<file path="config.mk">
export PLATFORM = sky130hd
export DESIGN_NAME = layer_priority_scheduler
export DESIGN_NICKNAME = d
export VERILOG_FILES = /design/src/rtl/objects_pkg.sv /design/src/rtl/layer_priority_table.sv /design/src/rtl/layer_priority_scheduler.sv
export SDC_FILE = /design/constraint.sdc
export NUM_CORES = 1
export LEC_CHECK = 0
export ABC_CLOCK_PERIOD_IN_PS = 2100
export CAP_MARGIN = 5
export CELL_PAD_IN_SITES_DETAIL_PLACEMENT = 0
export CELL_PAD_IN_SITES_GLOBAL_PLACEMENT = 1
export CORE_MARGIN = 2
export CORE_UTILIZATION = 35
export CTS_CLUSTER_SIZE = 20
export DETAILED_ROUTE_END_ITERATION = 8
export GPL_ROUTABILITY_DRIVEN = 0
export GPL_TIMING_DRIVEN = 0
export PLACE_DENSITY_LB_ADDON = 0.1
export SLEW_MARGIN = 10
export SYNTH_ARGS = -nofsm -noshare
export SYNTH_HDL_FRONTEND = slang
export SYNTH_SLANG_ARGS = --single-unit
</file>
<file path="constraint.sdc">
create_clock -name clk -period 2.1 [get_ports clk]
set_input_delay 0.42 -clock clk [delete_from_list [all_inputs] [get_ports clk]]
set_output_delay 0.42 -clock clk [all_outputs]
set_load 0.005 [all_outputs]
</file>
<file path="src/rtl/objects_pkg.sv">
// Shared types and constants for the object drawing / pixel arbitration path.
package objects_pkg;

  localparam int RGB_W = 8;
  localparam logic [RGB_W-1:0] TRANSPARENT_COLOR = 8'hFF;

  typedef logic [2:0] layer_id_t;

  typedef enum logic [1:0] {
    IDLE    = 2'd0,
    PENDING = 2'd1,
    COMMIT  = 2'd2
  } cfg_state_t;

endpackage

</file>
<file path="src/rtl/layer_priority_table.sv">
// Shadow/active priority tables: host writes land in the shadow copy, and a commit
// promotes it only if it is a valid permutation, otherwise the shadow is rolled back.
module layer_priority_table
  import objects_pkg::*;
#(
  parameter int NUM_LAYERS = 4
) (
  input  logic                       clk,
  input  logic                       resetN,
  input  logic                       wr_en,
  input  layer_id_t                  wr_slot,
  input  layer_id_t                  wr_layer,
  input  logic                       commit,
  output layer_id_t [NUM_LAYERS-1:0] active_table,
  output logic                       commit_error
);

  layer_id_t shadow_reg [NUM_LAYERS];
  layer_id_t active_reg [NUM_LAYERS];

  logic [NUM_LAYERS-1:0][NUM_LAYERS-1:0] match;
  logic [NUM_LAYERS-1:0]                 present;
  logic                                  perm_ok;
  logic                                  wr_ok;

  // Shadow entries are always in range, so "every layer present" implies each exactly once.
  for (genvar gi = 0; gi < NUM_LAYERS; gi++) begin : g_layer
    for (genvar gj = 0; gj < NUM_LAYERS; gj++) begin : g_slot
      assign match[gi][gj] = (shadow_reg[gj] == layer_id_t'(gi));
    end
    assign present[gi]      = |match[gi];
    assign active_table[gi] = active_reg[gi];
  end

  assign perm_ok = &present;
  assign wr_ok   = wr_en && (int'(wr_slot) < NUM_LAYERS) && (int'(wr_layer) < NUM_LAYERS);

  always_ff @(posedge clk or negedge resetN) begin
    if (!resetN) begin
      for (int s = 0; s < NUM_LAYERS; s++) begin
        shadow_reg[s] <= layer_id_t'(s);
        active_reg[s] <= layer_id_t'(s);
      end
      commit_error <= 1'b0;
    end else if (commit) begin
      for (int s = 0; s < NUM_LAYERS; s++) begin
        if (perm_ok) active_reg[s] <= shadow_reg[s];
        else         shadow_reg[s] <= active_reg[s];
      end
      commit_error <= !perm_ok;
    end else if (wr_ok) begin
      for (int s = 0; s < NUM_LAYERS; s++) begin
        if (wr_slot == layer_id_t'(s)) shadow_reg[s] <= wr_layer;
      end
    end
  end

endmodule

</file>
<file path="src/rtl/layer_priority_scheduler.sv">
// Frame-synchronous priority arbiter between object layers and background, with a
// two-stage pixel pipeline, per-frame collision flags and a tear-free table update FSM.
module layer_priority_scheduler
  import objects_pkg::*;
#(
  parameter int               NUM_LAYERS  = 4,
  parameter int               RGB_W       = objects_pkg::RGB_W,
  parameter logic [RGB_W-1:0] TRANSPARENT = objects_pkg::TRANSPARENT_COLOR
) (
  input  logic                        clk,
  input  logic                        resetN,
  input  logic                        startOfFrame,
  input  logic [NUM_LAYERS*RGB_W-1:0] layerRGB,
  input  logic [NUM_LAYERS-1:0]       layerDrawingRequest,
  input  logic [RGB_W-1:0]            backGroundRGB,
  input  logic                        cfgWrite,
  input  logic [2:0]                  cfgSlot,
  input  logic [2:0]                  cfgLayer,
  output logic                        cfgReady,
  output logic                        cfgError,
  output logic [RGB_W-1:0]            pixelRGB,
  output logic [2:0]                  pixelLayerId,
  output logic [NUM_LAYERS-1:0]       collisionMask
);

  localparam layer_id_t LAYER_BG = layer_id_t'(NUM_LAYERS);

  cfg_state_t state_reg, state_next;
  logic       wr_en;
  logic       commit;

  layer_id_t [NUM_LAYERS-1:0] active_table;

  logic [NUM_LAYERS-1:0]       hit_next;
  logic [NUM_LAYERS-1:0]       hit_reg;
  logic [NUM_LAYERS*RGB_W-1:0] rgb_reg;
  logic [RGB_W-1:0]            bg_reg;
  logic                        multi_hit;
  logic [NUM_LAYERS-1:0]       acc_reg;
  logic [NUM_LAYERS-1:0]       frame_hits;

  logic [RGB_W-1:0] win_rgb;
  layer_id_t        win_id;

  assign cfgReady = (state_reg != COMMIT);
  assign wr_en    = cfgWrite && cfgReady;
  assign commit   = (state_reg == COMMIT);

  always_comb begin
    state_next = state_reg;
    case (state_reg)
      IDLE:    if (wr_en) state_next = PENDING;
      PENDING: if (startOfFrame) state_next = COMMIT;
      COMMIT:  state_next = IDLE;
      default: state_next = IDLE;
    endcase
  end

  always_ff @(posedge clk or negedge resetN) begin
    if (!resetN) state_reg <= IDLE;
    else         state_reg <= state_next;
  end

  layer_priority_table #(
    .NUM_LAYERS(NUM_LAYERS)
  ) u_table (
    .clk         (clk),
    .resetN      (resetN),
    .wr_en       (wr_en),
    .wr_slot     (cfgSlot),
    .wr_layer    (cfgLayer),
    .commit      (commit),
    .active_table(active_table),
    .commit_error(cfgError)
  );

  for (genvar gi = 0; gi < NUM_LAYERS; gi++) begin : g_hit
    assign hit_next[gi] = layerDrawingRequest[gi] &&
                          (layerRGB[gi*RGB_W +: RGB_W] != TRANSPARENT);
  end

  // Two or more simultaneous hits on one pixel counts as an overlap.
  assign multi_hit  = |(hit_next & (hit_next - {{(NUM_LAYERS-1){1'b0}}, 1'b1}));
  assign frame_hits = multi_hit ? hit_next : '0;

  always_ff @(posedge clk or negedge resetN) begin
    if (!resetN) begin
      hit_reg       <= '0;
      rgb_reg       <= '0;
      bg_reg        <= '0;
      acc_reg       <= '0;
      collisionMask <= '0;
    end else begin
      hit_reg <= hit_next;
      rgb_reg <= layerRGB;
      bg_reg  <= backGroundRGB;
      if (startOfFrame) begin
        collisionMask <= acc_reg | frame_hits;
        acc_reg       <= '0;
      end else begin
        acc_reg <= acc_reg | frame_hits;
      end
    end
  end

  // Walk slots from lowest to highest priority so slot 0 is applied last and wins.
  always_comb begin
    win_rgb = bg_reg;
    win_id  = LAYER_BG;
    for (int s = NUM_LAYERS - 1; s >= 0; s--) begin
      for (int l = 0; l < NUM_LAYERS; l++) begin
        if (active_table[s] == layer_id_t'(l) && hit_reg[l]) begin
          win_rgb = rgb_reg[l*RGB_W +: RGB_W];
          win_id  = layer_id_t'(l);
        end
      end
    end
  end

  always_ff @(posedge clk or negedge resetN) begin
    if (!resetN) begin
      pixelRGB     <= '0;
      pixelLayerId <= LAYER_BG;
    end else begin
      pixelRGB     <= win_rgb;
      pixelLayerId <= win_id;
    end
  end

endmodule
</file>
# Yosys cells after proc, flatten, opt, wreduce, memory -nomap -nowiden
# Cells that the tools add are included.
# op_classes
addsub	1
reduce_logical	50
mux	47
eq_ne	36
bitwise	2
magnitude_cmp	2
# ops
operator	n
$mux 8	16
$mux 3	24
$eq 3x2->1 const B	18
$ne 8x8->1 const B	4
$eq 3x1->1 const B	9
$logic_not 3->1	9
$mux 12	2
$logic_and 1x1->1	23
$reduce_or 4->1	5
$reduce_and 2->1	5
$reduce_bool 2->1	5
$mux 4	2
$lt 3x3->1 const B	2
$and 4x4->4	1
$mux 2	2
$ne 2x2->1 const B	2
$or 4x4->4	1
$pmux 2 s2	1
$reduce_and 4->1	1
$sub 4x1->4 const B	1
$eq 2x1->1 const B	1
$eq 2x2->1 const B	1
$logic_not 2->1	1
$ne 2x1->1 const B	1
$logic_not 1->1	1
# word_totals
in_bits	54
register_bits	90
word_cells	155
output_inout_bits	17

# Logic depth before layout (Yosys ltp)
# Gate-level depths: netlist of run 1.
# logic_depth
ltp_word	18
mapped_depth	8
ltp_nobuf	6

# Cells and area by module
# A second synthesis of run 1 with hierarchy kept.
# hier_totals
hier_cells	437
hier_area_um2	4555.6
# modules_own_cells
module	seq_area_each_um2	n_inst	area_per_inst_um2	cells_each
layer_priority_scheduler	1627.8	1	3273.1	322
layer_priority_table	635.6	1	1282.5	115

# Least setup slack after synthesis of run 1
# OpenSTA, ideal clock, no wires.
# synth_timing
path_type	register -> register
start	register u_table.active_reg, in the netlist u_table.active_table[9]
end	register pixelRGB[4]
n_path_buf	1
slack_ns	0.136
setup_ns	0.126
t_arrival_ns	1.838
stages_incl_launch_ff	8
required_ns	1.974
period_less_slack_ns	1.964
cell_sequence	dfstp_2 -> clkbuf_2 -> mux2_2 -> a21oi_2 -> a21oi_1 -> a21oi_1 -> o21ai_1 -> a221o_1
# synth_via
elab_chain_cells	18
elab_cells_between_ends	24
cone_classes	eq/ne: 3; mux: 16; reduce/logical: 5
# synth_rtl
item	line_no	source
from (decl)	layer_priority_table.sv:19	layer_id_t active_reg [NUM_LAYERS];
from (signal, indexed assignment)	layer_priority_table.sv:42	active_reg[s] <= layer_id_t'(s);
from (signal, indexed assignment)	layer_priority_table.sv:47	if (perm_ok) active_reg[s] <= shadow_reg[s];
$logic_not 3->1	layer_priority_scheduler.sv:112	if (active_table[s] == layer_id_t'(l) && hit_reg[l]) begin
$logic_and 1x1->1	layer_priority_scheduler.sv:112	
$mux 8 (3 in a row)	layer_priority_scheduler.sv:112	
$mux 8 * (13 in a row)	layer_priority_scheduler.sv:112	
named net win_rgb[4]	layer_priority_scheduler.sv:42	logic [RGB_W-1:0] win_rgb;
to (signal assigned)	layer_priority_scheduler.sv:125	pixelRGB <= win_rgb;
to (decl)	layer_priority_scheduler.sv:21	output logic [RGB_W-1:0] pixelRGB,
# The timed path passes the listed nets; every way through them passes the cells marked *.
# A chain may end at the register's enable or synchronous reset.

# Worst setup path after layout of run 1
# Ends and elaborated chain as after synthesis.

==> flow_summary.json, run 1 <==
{
  "tns_ns": 0,
  "finalClockSkew_ns": 0.00978,
  "yosysWarnings": 0,
  "largest_register_ffs": 32,
  "core_area_sq_um": 12600,
  "cts.sinks": 90,
  "gr-usage-met1": 0.296,
  "final_common_cell": "dfrtp_1",
  "die_x_microns": 117,
  "critical_path_class": "reg2reg",
  "htreeDepth": 3,
  "via_per_inst": 5.50,
  "synth_edf_count": 0,
  "firstDrtPassIters": 7,
  "fp-row-count": 41,
  "hp-class": "reg2reg",
  "rsz0062_at_grt": "true",
  "routed-via-count": 3956,
  "tightest_slew_ns": 0.588,
  "gr-usage-met2": 0.272,
  "grt_pass1_vias": 3862,
  "drc": 0,
  "dpl.hpwl_microns": 9800,
  "drt_iter0_markers": 268,
  "crit_arrival_ns": 2.28,
  "syn2layout_area_growth_pct": 36.6,
  "gr-usage-met3": 0.0305,
  "cp_max_fo": 8,
  "io_buffers": 70,
  "dp_slack_ns": -0.288,
  "fmax_mhz": 489,
  "drv_cap": 0,
  "diodes": 0,
  "p_per_area_nw_per_um2": 1120,
  "avgSynthCellArea_sq_um": 10.2,
  "final_cell_area_sq_um": 6160,
  "status": "completed",
  "overflow": 0,
  "clk_pin_slew_worst_paths_ns": 0.07,
  "ant_nets": 0,
  "antenna_found_initial": 0,
  "cts_root_buffer": "clkbuf_16",
  "die_h_microns": 117,
  "finalWorstSetupSlack_ns": 0.0556,
  "yosys_most_used_dff": "dfrtp_1",
  "instances_no_fill": 719,
  "wl_per_cell_microns": 18.2,
  "synth_top_cells_by_area": "dfrtp_1 (45%), dfstp_2 (5.2%), nor2_1 (4.2%)",
  "nNetsFinal": 596,
  "total_power_w": 0.00691,
  "nFillCells": 1213,
  "fin_crit_ns": 2.04,
  "cp_data_required_time_ns": 2.33,
  "wirelength_microns": 13100,
  "grt_max_degree": 68,
  "ys_types": 62,
  "cts_buffer_depth": 2,
  "hold_violations": 0,
  "placedCellCount": 686,
  "start_util": 0.357,
  "synth_area_sq_um": 4510,
  "finalSetupViolations": 0,
  "max_stage_delay_ns": 0.58,
  "ys_seq_area_frac": 0.502,
  "cts_tree": "done",
  "critPathCaptureType": "register",
  "most-common-layout-cells": "dfrtp_1 (76), clkdlybuf4s50_1 (69), nor2_1 (50), nand2_1 (25)",
  "p_leak_nw": 2.49,
  "path_cells": "mux2_4 -> a21oi_4 -> a21oi_2 -> a21oi_1 -> o21ai_1 -> a221o_1",
  "crit_path_top_delay_cell": "dfstp_2",
  "io_pins": 71,
  "synth-async-reset-ratio": 1.00,
  "cp_num_buf_inv": 0,
  "cts_buffers": 9,
  "syn_inst": 443,
  "drv_slew": 0,
  "grt_pass1_wl_microns": 20900,
  "die_area_sq_um": 13800,
  "yosysTopAreaCell": "dfrtp_1",
  "post_dp_cell_area_sq_um": 5450,
  "drive_gt1_frac": 0.194,
  "synth_seq_cells": 90,
  "busiest_layer": "met1",
  "grt_use_total": 0.192,
  "start_kind": "register",
  "finalCritPeriodShare": 0.974,
  "ir_worst_vdd_v": 0.000421,
  "max_slew_margin": 0.606,
  "critPathTopFamily": "compound AO/OA/AOI/OAI gates",
  "synth_top_area_frac": 0.450,
  "clock_latency_ns": 0.35,
  "syn_nets": 497
}
-- stage by stage --
| stage | hold slack (ns) | utilization |
|---|---|---|
| floorplan | 0.124 | - |
| global placement | 0.425 | 0.430 |
| detailed placement | 0.354 | 0.432 |
| CTS | 0.461 | 0.462 |
| global route | 0.487 | 0.488 |
| finish | 0.461 | 0.488 |
-- per-layer routing --
layer | vias up | share of wire
met1 | 1899 | 0.49
met3 | 14 | 0.066
li1 | 1893 | -
met2 | 150 | 0.43
met4 | 0 | 0.015
met5 | - | 0
-- power breakdown --
| group | switching (W) | internal (W) | leakage (nW) |
|---|---|---|---|
| registers | 0.000358 | 0.00210 | 1.06 |
| clock network | 0.000678 | 0.000907 | 0.150 |
| logic | 0.00135 | 0.00152 | 1.28 |
| total | 0.00239 | 0.00453 | 2.49 |
-- final timing paths --
| path | startpoint | to | slack, ns | depth (start not counted) |
|---|---|---|---|---|
| worst max-delay path | u_table.active_table[9] | pixelRGB[4] | 0.06 | 6 |
| worst min-delay path | state_reg[1] | state_reg[1] | 0.46 | 1 |
| worst max register to register | u_table.active_table[9] | pixelRGB[4] | 0.06 | 6 |
| worst min register to register | state_reg[1] | state_reg[1] | 0.46 | 1 |
| max in group asynchronous | resetN | u_table.active_table[10] | 0.92 | 3 |
| min in group asynchronous | resetN | u_table.shadow_reg[10] | 0.51 | 2 |
-- cells by family (layout without fill, tap and decap cells) --
kind of cell,after synthesis,after routing,synth area share
buf+inv,37,141,0.0355
flops,90,90,0.502
simple gates,156,156,0.197
mux,19,19,0.0447
compound gates,141,141,0.220
-- layout make-up --
cell class | instances | area [sq um] | area share
sequential | 90 | 2270 | 0.369
buffer | 14 | 75.1 | 0.0122
multi-input combinational | 316 | 2320 | 0.376
clock inverter | 4 | 31.3 | 0.00508
timing repair buffer | 96 | 926 | 0.150
inverter | 15 | 56.3 | 0.00915
tap | 172 | 215 | 0.0350
clock buffer | 12 | 267 | 0.0433
-- timing repair --
| item | 4_1_cts | 5_1_grt |
|---|---|---|
| resized for setup | 18 | 42 |
| setup endpoints to repair | 20 | 28 |
| hold endpoints to repair | 21 | 0 |
| hold buffers | 1 | 0 |
| pin swaps | 4 | 15 |
| buffers inserted | 2 | 21 |
| cloned | 0 | 1 |
-- cells in the mapped netlist (6+ instances only) --
cell type  count
dfrtp_1       81
nor2_1        50
a21oi_1       30
nand2_1       25
o21ai_0       17
a221o_1       16
inv_1         15
o22ai_1       15
clkbuf_1      13
a221oi_1      10
mux2i_1       10
nor3_1        10
dfstp_2        9
nand4_1        8
o221ai_1       8
nor3b_1        7
and2_1         6
mux2_2         6
nor2b_1        6
o21ai_1        6
Note: power is estimated with default switching activity, not from simulation.
==> run 2: changes to the inputs <==
--- a/config.mk
+++ b/config.mk
@@ -9,12 +9,14 @@
 export CAP_MARGIN = 5
 export CELL_PAD_IN_SITES_DETAIL_PLACEMENT = 0
 export CELL_PAD_IN_SITES_GLOBAL_PLACEMENT = 1
+export CORE_ASPECT_RATIO = 1.2
 export CORE_MARGIN = 2
-export CORE_UTILIZATION = 35
+export CORE_UTILIZATION = 25
 export CTS_CLUSTER_SIZE = 20
 export DETAILED_ROUTE_END_ITERATION = 8
 export GPL_ROUTABILITY_DRIVEN = 0
 export GPL_TIMING_DRIVEN = 0
+export MAX_ROUTING_LAYER = met4
 export PLACE_DENSITY_LB_ADDON = 0.1
 export SLEW_MARGIN = 10
 export SYNTH_ARGS = -nofsm -noshare
==> flow_summary.json, run 2 (synthesis gave the netlist of run 1 again) <==
{
  "placedCellCount": 734,
  "drive_gt1_frac": 0.178,
  "rsz0062_at_grt": "true",
  "hp-class": "in2async",
  "max_slew_margin": 0.580,
  "p_switching_w": 0.00254,
  "finalCritPeriodShare": 1.01,
  "io_pins": 71,
  "cts_buffers": 9,
  "p_comb_frac": 0.427,
  "violations": "setup timing",
  "largest_register_ffs": 32,
  "hold_slack_ns": 0.0106,
  "diodes": 0,
  "syn2layout_area_growth_pct": 35.3,
  "fin_crit_ns": 2.13,
  "routed-via-count": 4043,
  "crit_arrival_ns": 2.39,
  "status": "finished with violations",
  "cp_data_required_time_ns": 2.37,
  "finalClockSkew_ns": 0.00839,
  "grt_pass1_wl_microns": 23500,
  "die_area_sq_um": 19100,
  "fmax_mhz": 470,
  "die_h_microns": 151,
  "p_per_area_nw_per_um2": 1140,
  "instances_no_fill": 753,
  "fp-row-count": 53,
  "grt_max_degree": 59,
  "cts_tree": "done",
  "finalSetupViolations": 2,
  "drv_cap": 0,
  "via_per_inst": 5.37,
  "htreeDepth": 3,
  "met2_length_microns": 7520,
  "drt_iter0_markers": 293,
  "path_cells": "nor4b_4 -> buf_6 -> mux2i_1 -> a2111oi_1 -> o21ai_1 -> a21o_1 -> a31oi_1",
  "p_leak_nw": 2.41,
  "antenna_found_initial": 0,
  "fin_util": 0.347,
  "crit_path_top_delay_cell": "dfrtp_2",
  "ir_worst_vdd_v": 0.000414,
  "start_util": 0.256,
  "routed.top_layer": "met4",
  "grt_use_total": 0.167,
  "cts.sinks": 90,
  "hold_buffers": 0,
  "p_int_w": 0.00440,
  "routedLengthMet1_microns": 6660,
  "seq_power_share": 0.354,
  "wirelength_microns": 15400,
  "final_common_cell": "dfrtp_1",
  "swShare": 0.366,
  "drv_slew": 0,
  "p_clk_frac": 0.219,
  "most-common-layout-cells": "dfrtp_1 (76), clkdlybuf4s50_1 (69), nor2_1 (49), a21oi_1 (26), nand2_1 (25)",
  "nNetsFinal": 582,
  "grt_pass1_vias": 4067,
  "start_kind": "register",
  "cp_max_fo": 10,
  "max_stage_delay_ns": 0.49,
  "wl_met3_microns": 776,
  "core_area_sq_um": 17600,
  "critPathTopFamily": "compound AO/OA/AOI/OAI gates",
  "wl_per_cell_microns": 20.4,
  "critical_path_class": "reg2reg",
  "cp_num_buf_inv": 1,
  "finalWorstSetupSlack_ns": -0.0292,
  "cts_root_buffer": "clkbuf_16",
  "clk_pin_slew_worst_paths_ns": 0.07,
  "die_x_microns": 127,
  "overflow": 0,
  "hold_violations": 0,
  "firstDrtPassIters": 5,
  "dp_slack_ns": -0.456,
  "cts_buffer_depth": 2,
  "drc": 0,
  "clock_latency_ns": 0.35,
  "tightest_slew_ns": 0.628,
  "io_buffers": 70,
  "critPathCaptureType": "register",
  "dpl.hpwl_microns": 11400,
  "ant_nets": 0
}
-- run 2: changes by cell type in the layout (fill, tap and decap cells not counted), moves of 2 or more --
cell       change
buf_4         -13
o21ai_0        -4
o21ai_1        +4
clkbuf_8       -3
nor2b_2        +3
a2111oi_1      +2
a21oi_1        +2
a21oi_2        -2
nand4bb_2      +2
nor2b_1        -2
-- run 2: cell type report --
| type | instances | area [sq um] |
|---|---|---|
| buffer | 12 | 71.3 |
| clock buffer | 10 | 229 |
| clock inverter | 6 | 50.0 |
| fill | 1793 | 11500 |
| inverter | 15 | 56.3 |
| multi-input combinational | 317 | 2310 |
| sequential | 90 | 2270 |
| tap | 220 | 275 |
| timing repair buffer | 83 | 838 |
-- run 2: stage by stage --
stage | setup TNS (ns) | power [W] | area, sq um
global placement | -239.04 | 0.00485 | 5480
CTS | 0 | 0.00660 | 5920
finish | -0.0300 | 0.00694 | 6100
detailed placement | -7.10 | 0.00486 | 5510
floorplan | 0 | 0.00390 | 4510
global route | -0.872 | 0.00737 | 6100
-- run 2: final timing paths --
check	startpoint	to	cells past startpoint	slack [ns]
min in group clk	state_reg[1]	state_reg[0]	1	0.46
setup / recovery	u_table.active_table[11]	pixelRGB[1]	7	-0.03
setup reg to reg	u_table.active_table[11]	pixelRGB[1]	7	-0.03
max in group asynchronous	resetN	u_table.active_table[3]	2	1.42
hold / removal	resetN	bg_reg[4]	1	0.01
hold reg to reg	state_reg[1]	state_reg[0]	1	0.46
-- run 2: worst reg2reg max path, cell delays in order, from the launching register on --
cell and delay, ns:
dfrtp_2 0.49, nor4b_4 0.34, buf_6 0.21, mux2i_1 0.11, a2111oi_1 0.40, o21ai_1 0.14
a21o_1 0.17, a31oi_1 0.18
-- run 2: timing repair --
item,CTS,global route
resized for setup,24,34
setup endpoints to repair,26,25
pin swaps,6,8
endpoints found under the hold margin,0,0
buffers inserted,5,7
cloned,0,1
-- run 2: power by group through the flow --
stage | combinational (W) | sequential (W) | clock [W]
6_report | 0.00296 | 0.00246 | 0.00152
3_3_place_gp | 0.00246 | 0.00239 | 0
3_5_place_dp | 0.00247 | 0.00239 | 0
4_1_cts | 0.00259 | 0.00243 | 0.00158
2_1_floorplan | 0.00158 | 0.00232 | 0
5_1_grt | 0.00319 | 0.00252 | 0.00166
-- run 2: routing by layer --
layer | up-vias | track usage
met5 | - | -
met4 | 0 | 0.0703
met3 | 26 | 0.0237
met2 | 154 | 0.272
met1 | 1993 | 0.209
li1 | 1870 | -
==> run 3: changes to the inputs <==
--- a/config.mk
+++ b/config.mk
@@ -14,7 +14,6 @@
 export CORE_UTILIZATION = 25
 export CTS_CLUSTER_SIZE = 20
 export DETAILED_ROUTE_END_ITERATION = 8
-export GPL_ROUTABILITY_DRIVEN = 0
 export GPL_TIMING_DRIVEN = 0
 export MAX_ROUTING_LAYER = met4
 export PLACE_DENSITY_LB_ADDON = 0.1
==> flow_summary.json, run 3 (synthesis gave the netlist of run 1 again) <==
{
  "cts_root_buffer": "clkbuf_16",
  "grt_pass1_wl_microns": 24200,
  "overflow": 0,
  "fin_crit_ns": 2.09,
  "max_slew_margin": 0.568,
  "drive_gt1_frac": 0.192,
  "r2r_slack_ns": 0.009,
  "hp-class": "in2async",
  "cp_data_required_time_ns": 2.38,
  "rr_endpoint": "pixelRGB[3]",
  "clk_pin_slew_worst_paths_ns": 0.07,
  "violations": "hold timing",
  "final_common_cell": "dfrtp_1",
  "cts.sinks": 90,
  "tightest_slew_ns": 0.645,
  "clock_latency_ns": 0.36,
  "grt_use_total": 0.173,
  "htreeDepth": 3,
  "syn2layout_area_growth_pct": 38.7,
  "hold_slack_ns": -0.00776,
  "core_area_sq_um": 17600,
  "finalSetupViolations": 0,
  "hold_violations": 1,
  "start_util": 0.256,
  "ir_worst_vdd_v": 0.000455,
  "crit_arrival_ns": 2.37,
  "routed-via-count": 4032,
  "critPathCaptureType": "register",
  "io_pins": 71,
  "largest_register_ffs": 32,
  "diodes": 0,
  "die_x_microns": 127,
  "wl_per_cell_microns": 20.6,
  "start_kind": "register",
  "cts_tree": "done",
  "cts_buffers": 9,
  "antenna_found_initial": 0,
  "tns_ns": 0,
  "die_area_sq_um": 19100,
  "r2r_start": "u_table.active_table[9]",
  "finalCritPeriodShare": 0.996,
  "die_h_microns": 151,
  "total_power_w": 0.00719,
  "drc": 0,
  "hold_buffers": 0,
  "place.gp.congestion": 0.862,
  "cts_buffer_depth": 2,
  "cp_max_fo": 7,
  "wirelength_microns": 15700,
  "most-common-layout-cells": "dfrtp_1 (77), clkdlybuf4s50_1 (69), nor2_1 (49), a21oi_1 (26), nand2_1 (25)",
  "nNetsFinal": 590,
  "firstDrtPassIters": 7,
  "grt_max_degree": 61,
  "fmax_mhz": 478,
  "p_per_area_nw_per_um2": 1150,
  "rsz0062_at_grt": "true",
  "dpl.hpwl_microns": 11600,
  "drv_cap": 0,
  "fp-row-count": 53,
  "drv_slew": 0,
  "ant_nets": 0,
  "via_per_inst": 5.30,
  "status": "finished with violations",
  "drt_iter0_markers": 270,
  "grt_pass1_vias": 4144,
  "finalClockSkew_ns": 0.0107,
  "io_buffers": 70,
  "critical_path_class": "reg2reg",
  "p_leak_nw": 2.52,
  "r2r_cells": 7
}
[run 3: how the worst max path moves through the flow]
stage	from	endpoint	slack (ns)	depth (start not counted)
after global routing	u_table.active_table[9]	pixelRGB[1]	-0.08	7
after floorplan	u_table.active_table[9]	pixelRGB[4]	0.14	7
after detailed placement	u_table.active_table[3]	pixelRGB[7]	-0.42	6
after CTS	u_table.active_table[3]	pixelRGB[2]	-0.02	7
final	u_table.active_table[9]	pixelRGB[3]	0.009	7
after global placement	resetN	collisionMask[2]	-2.76	1
[run 3: critical path: stages, from the launching register on]
cell and delay, ns:
dfstp_2 0.63, and4bb_2 0.35, a21oi_4 0.06, buf_12 0.14
a2111oi_1 0.34, o21ai_1 0.12, a21o_1 0.18, a31oi_2 0.18
[run 3: final cells by class]
| cell class | instances | area (sq um) |
|---|---|---|
| Clock inverter | 6 | 105 |
| Inverter | 15 | 56.3 |
| Fill cell | 1777 | 11300 |
| Multi-Input combinational cell | 316 | 2320 |
| Timing Repair Buffer | 90 | 886 |
| Buffer | 14 | 92.6 |
| Sequential cell | 90 | 2270 |
| Tap cell | 220 | 275 |
| Clock buffer | 10 | 239 |
[run 3: routing by layer]
layer | GRT usage | share of wire | vias up
met5 | - | 0 | -
met4 | 0.0670 | 0.021 | 0
met3 | 0.0350 | 0.055 | 20
met2 | 0.290 | 0.50 | 147
met1 | 0.206 | 0.42 | 1988
li1 | - | - | 1877
[run 3: power breakdown]
part,internal (W),switching [W],leakage (nW),total [W]
logic,0.00147,0.00144,1.28,0.00291
registers,0.00210,0.000328,1.07,0.00242
clock network,0.00110,0.000755,0.168,0.00186
[run 3: timing repair]
| item | CTS | global route |
|---|---|---|
| pin swaps | 10 | 9 |
| gates resized for setup | 32 | 34 |
| setup endpoints to repair | 26 | 28 |
| gates cloned | 1 | 0 |
| setup buffers | 4 | 14 |
[run 3: stage by stage]
step	setup WS, ns	std cells	cell area (sq um)	util
floorplan	0.136	443	4510	-
global placement	-2.76	733	5480	0.312
detailed placement	-0.424	734	5510	0.313
CTS	-0.0233	749	6030	0.343
global route	-0.0817	761	6250	0.356
finish	0.00918	761	6250	0.356
